--- src/rtl/syn_pipl_elastic_pkg.sv ---
// ============================================================================
// Module   : syn_pipl_elastic_pkg
// Purpose  : Shared stage-state encoding, perf counter width and helpers
// Revision : 1.0 - initial release
// ============================================================================
`default_nettype none

package syn_pipl_elastic_pkg;

  typedef enum logic [1:0] {
    EMPTY = 2'd0,
    ONE   = 2'd1,
    FULL  = 2'd2
  } stage_state_t;

  localparam int PERF_W = 32;

  // Saturating increment: the counter sticks at all-ones instead of wrapping
  function automatic logic [PERF_W-1:0] sat_inc(input logic [PERF_W-1:0] v);
    return (&v) ? v : v + 1'b1;
  endfunction

endpackage

`default_nettype wire

--- src/rtl/syn_pipl_skid_stage.sv ---
// ============================================================================
// Module   : syn_pipl_skid_stage
// Purpose  : Two-entry skid stage (main + skid register) with synchronous flush
// Revision : 1.0 - initial release
// ============================================================================
`default_nettype none

module syn_pipl_skid_stage
  import syn_pipl_elastic_pkg::*;
#(
  parameter int BITS = 32
) (
  input  logic            clk,
  input  logic            rst_n,
  input  logic            flush,
  input  logic            in_valid,
  output logic            in_ready,
  input  logic            in_nop,
  input  logic [BITS-1:0] in_data,
  output logic            out_valid,
  input  logic            out_ready,
  output logic            out_nop,
  output logic [BITS-1:0] out_data
);

  localparam int c_W = BITS + 1;

  stage_state_t   r_state;
  logic [c_W-1:0] r_main;
  logic [c_W-1:0] r_skid;
  logic           w_accept;
  logic           w_fire;

  // Ready depends only on local state, which keeps the ready chain one stage long
  assign in_ready  = (r_state != FULL) && !flush;
  assign out_valid = (r_state != EMPTY);
  assign w_accept  = in_valid && in_ready;
  assign w_fire    = out_valid && out_ready;
  assign {out_nop, out_data} = r_main;

  always_ff @(posedge clk or negedge rst_n) begin
    if (!rst_n) begin
      r_state <= EMPTY;
      r_main  <= '0;
      r_skid  <= '0;
    end else if (flush) begin
      r_state <= EMPTY;
      r_main  <= '0;
      r_skid  <= '0;
    end else begin
      case (r_state)
        EMPTY: begin
          if (w_accept) begin
            r_state <= ONE;
            r_main  <= {in_nop, in_data};
          end
        end
        ONE: begin
          case ({w_accept, w_fire})
            2'b11: r_main <= {in_nop, in_data};
            2'b10: begin
              r_state <= FULL;
              r_skid  <= {in_nop, in_data};
            end
            2'b01: begin
              r_state <= EMPTY;
              r_main  <= '0;
            end
            default: ;
          endcase
        end
        FULL: begin
          if (w_fire) begin
            r_state <= ONE;
            r_main  <= r_skid;
            r_skid  <= '0;
          end
        end
        default: begin
          r_state <= EMPTY;
          r_main  <= '0;
          r_skid  <= '0;
        end
      endcase
    end
  end

endmodule

`default_nettype wire

--- src/rtl/syn_pipl_elastic.sv ---
// ============================================================================
// Module   : syn_pipl_elastic
// Purpose  : Elastic valid/ready pipeline of STAGES chained skid stages.
//            Optional perf counters enabled by macro SYN_PIPL_PERF_EN.
// Revision : 1.0 - initial release
// ============================================================================
`default_nettype none

module syn_pipl_elastic
  import syn_pipl_elastic_pkg::*;
#(
  parameter int BITS   = 32,
  parameter int STAGES = 1
) (
  input  logic              clk,
  input  logic              rst_n,
  input  logic              flush,
  input  logic              in_valid,
  output logic              in_ready,
  input  logic              in_nop,
  input  logic [BITS-1:0]   in_data,
  output logic              out_valid,
  input  logic              out_ready,
  output logic              out_nop,
  output logic [BITS-1:0]   out_data
`ifdef SYN_PIPL_PERF_EN
  ,
  output logic [PERF_W-1:0] perf_stall_cnt,
  output logic [PERF_W-1:0] perf_flush_cnt
`endif
);

  // Link k sits between stage k-1 and stage k; link 0 is the block input
  logic [STAGES:0] w_valid;
  logic [STAGES:0] w_ready;
  logic [STAGES:0] w_nop;
  logic [BITS-1:0] w_data [STAGES+1];

  assign w_valid[0]      = in_valid;
  assign w_nop[0]        = in_nop;
  assign w_data[0]       = in_data;
  assign in_ready        = w_ready[0];
  assign w_ready[STAGES] = out_ready;
  assign out_valid       = w_valid[STAGES];
  assign out_nop         = w_nop[STAGES];
  assign out_data        = w_data[STAGES];

  generate
    for (genvar gi = 0; gi < STAGES; gi++) begin : g_stage
      syn_pipl_skid_stage #(
        .BITS (BITS)
      ) u_stage (
        .clk       (clk),
        .rst_n     (rst_n),
        .flush     (flush),
        .in_valid  (w_valid[gi]),
        .in_ready  (w_ready[gi]),
        .in_nop    (w_nop[gi]),
        .in_data   (w_data[gi]),
        .out_valid (w_valid[gi+1]),
        .out_ready (w_ready[gi+1]),
        .out_nop   (w_nop[gi+1]),
        .out_data  (w_data[gi+1])
      );
    end
  endgenerate

`ifdef SYN_PIPL_PERF_EN
  // A stage holding anything always has its main register valid
  logic w_any_busy;
  assign w_any_busy = |w_valid[STAGES:1];

  always_ff @(posedge clk or negedge rst_n) begin
    if (!rst_n) begin
      perf_stall_cnt <= '0;
      perf_flush_cnt <= '0;
    end else begin
      if (in_valid && !in_ready && !flush)
        perf_stall_cnt <= sat_inc(perf_stall_cnt);
      if (flush && w_any_busy)
        perf_flush_cnt <= sat_inc(perf_flush_cnt);
    end
  end
`endif

endmodule

`default_nettype wire

--- config.mk ---
export PLATFORM = sky130hd
export DESIGN_NAME = syn_pipl_elastic
export DESIGN_NICKNAME = d
export VERILOG_FILES = /design/src/rtl/syn_pipl_elastic_pkg.sv /design/src/rtl/syn_pipl_skid_stage.sv /design/src/rtl/syn_pipl_elastic.sv
export SDC_FILE = /design/constraint.sdc
export NUM_CORES = 1
export LEC_CHECK = 0
export ABC_AREA = 0
export CORE_ASPECT_RATIO = 1.25
export CORE_UTILIZATION = 50
export CTS_BUF_LIST = sky130_fd_sc_hd__clkbuf_16
export DETAILED_ROUTE_END_ITERATION = 8
export GPL_TIMING_DRIVEN = 0
export HOLD_SLACK_MARGIN = 0.06
export PLACE_DENSITY = 0.88
export SYNTH_ARGS = -nofsm -noshare
export SYNTH_HDL_FRONTEND = slang
export SYNTH_HIERARCHICAL = 1
export SYNTH_SLANG_ARGS = --single-unit
--- constraint.sdc ---
create_clock -name clk -period 2 [get_ports clk]
set_input_delay 0.2 -clock clk [delete_from_list [all_inputs] [get_ports clk]]
set_output_delay 0.2 -clock clk [all_outputs]
set_load 0.02 [all_outputs]
==> results.tsv <==
metric	value	unit
Finished Layout Cells	453	
Slew HR	43.3	%
async set-reset flop share out of synthesis	100	%
Post-route DRC	0	
Synth top cells by count	dfrtp_1, mux2i_1, inv_1, a22oi_1, nand2_1	
placed cells	437	
post-synthesis sequential area ratio	52.0	%
fin. max-slew vios	0	
critical-path cell list	buf_6 -> or2_2 -> clkdlybuf4s50_1	
final setup fails	0	
most frequent cell after synthesis	dfrtp_1	
Synth Cell Area	3270	um2
minimum hold slack	135	ps
CP max-delay cell	clkdlybuf4s50_1	
H-tree Lvls	3	
antenna-violating nets left	0	
CTS root buffer	clkbuf_16	
RSZ-0062 raised after global routing	false	
Synthesized Nets	319	
routed length per instance	16.5	um
minimum clock period	1880	ps
Yosys top cell by area	dfrtp_1	
status	finished, final reports clean	
Initial Util	52.4	%
post-synth top area share	52.0	%
HPWL after detailed placement	4950	um
placer congestion estimate	0.742	
DR vias	2455	
vias in the first global route	2593	
CTS sink cnt	68	
Layout area overhead	33.7	%
first-pass GRT wire length	12400	um
critical path's largest stage delay	560	ps
layer carrying the most global-route usage	met2	
TritonCTS clock tree	built	
worst hold path type	primary input to flop	
dominant synthesized flop cell	dfrtp_1	
Core Area	6250	um2
drt via density	5.42	
Yosys warning count	6	
met1 Usage GRT	30.4	%
Critical Path Start Type	flop	
crit path DAT	1680	ps
grt met3 use	4.24	%
gr usage total	24.5	%
CTS Buf Count	9	
die height	92.4	um
# nets final	401	
met2 usage	40.5	%
number of core rows	32	
post-CTS setup-driven buffer insertion count	0	
Req. time, crit path	1800	ps
Leakage	0.00195	uW
initial antenna violation count	0	
maxcap violations	0	
Crit. End Element	output port	
I/O pin cnt	73	
Crit Path Max Fanout	9	
ranking of synthesized cells by area	dfrtp_1, mux2i_1, a22oi_1, o2bb2ai_1, o2bb2ai_2	
clk_skew	9.51	ps
Synth Area per Inst	11.6	um2
antenna cell count	0	
GRT Residual Overflow	0	
die area	6870	um2
Yosys reg bits	68	
Initial DRT Pass Iterations	4	
final wirelength	7480	um
post-route clock period utilization	94.2	%
Cell variety after synth	23	
number of flops mapped to enable cells by yosys	0	
worst ir drop on vdd	497	uV
clock buffer depth	2	
clk_lat worst skew	330	ps
I/O Buffers	71	
Hold Violations, Final	0	
Fmax achieved	531	MHz
DRT iter0 DRCs	173	
reg-to-reg setup timing slack	330	ps
layout cell share with drive strength beyond 1	14.4	%
Worst-path clk slew	50	ps
Slew @ Worst Pin	850	ps
Mapped Cells	281	
Die Span X	74.4	um
WS Path Type	flop to output port	
largest net degree at the start of global routing	69	
P per Cell Area	840	nW/um2
-- cells in the final DEF, fill, tap and decap left out, drive strengths merged, types with 2 or more instances in the layout --
cell type and count:
a22oi 33, dfrtp 68, a31oi 2, nor3 2, clkbuf 9, buf 24, nor2 4, nor2b 2
clkinv 3, clkdlybuf4s50 69, nand2 33, mux2i 36, o2bb2ai 33, a21oi 3, inv 37
-- stage by stage --
stage                     cell area [um2]  util, %  setup slack, ps  setup TNS [ps]  total power [uW]
after floorplan                      3270        -              577               0              1890
after global placement               4090     65.5            -1510         -102360              2170
after global routing                 4380     70.1             1.71               0              3810
after CTS                            4380     70.1              107               0              3700
final                                4380     70.1              117               0              3680
after detailed placement             4090     65.4             76.9               0              2180
-- metal layers --
layer / wire length [um] / up-vias
li1: - / 1150
met1: 3170 / 1220
met2: 3830 / 71
met3: 308 / 14
met4: 174 / 0
met5: 0 / -
-- kinds of logic after synthesis --
| logic type | after synthesis | share of synthesized area, % |
|---|---|---|
| compound gates | 73 | 20.6 |
| flops | 68 | 52.0 |
| buf+inv | 59 | 10.3 |
| simple gates | 45 | 6.12 |
| mux | 36 | 11.0 |
-- flip-flops by register name, summed over array words and instances, names as in the netlist --
signal,cells
g_stage.u_stage/r_main,33
g_stage.u_stage/r_skid,33
g_stage.u_stage/r_state,2
-- area by class of cell --
cell class              count  area [um2]
fillers                   488        1870
flip-flops and latches     68        1700
multi-input cells         154        1230
repair buffers             72         717
clock buffers               9         225
plain buffers              23         200
inverters                  35         131
well taps                  85         106
clock inverters             7        60.1
-- power breakdown --
| part | leakage (uW) | switching, uW | internal, uW |
|---|---|---|---|
| clock network | 0.000148 | 567 | 947 |
| logic | 0.000881 | 334 | 308 |
| registers | 0.000921 | 54.1 | 1470 |
-- path summary, 6_finish.rpt --
kind | startpoint | end | cells past startpoint
max | g_stage[0].u_stage/r_state[1] | out_valid | 3
min | out_ready | g_stage[0].u_stage/r_state[1] | 2
max reg2reg | g_stage[0].u_stage/r_state[1] | g_stage[0].u_stage/r_main[27] | 6
min reg2reg | g_stage[0].u_stage/r_main[7] | g_stage[0].u_stage/r_main[7] | 1
max in group asynchronous | rst_n | g_stage[0].u_stage/r_skid[11] | 2
min in group asynchronous | rst_n | g_stage[0].u_stage/r_skid[1] | 2
-- what timing repair did --
action / in CTS / in global routing
endpoints found under the setup margin: 1 / 0
resized for setup: 1 / 0
hold buffers: 1 / 0
endpoints found under the hold margin: 68 / 0
-- worst max-delay path, delay by kind of cell (launching register included) --
kind | cells | cell delay [ps]
buf+inv | 2 | 700
flops | 1 | 370
simple gates | 1 | 290
Power figures use the tool's default switching activity.
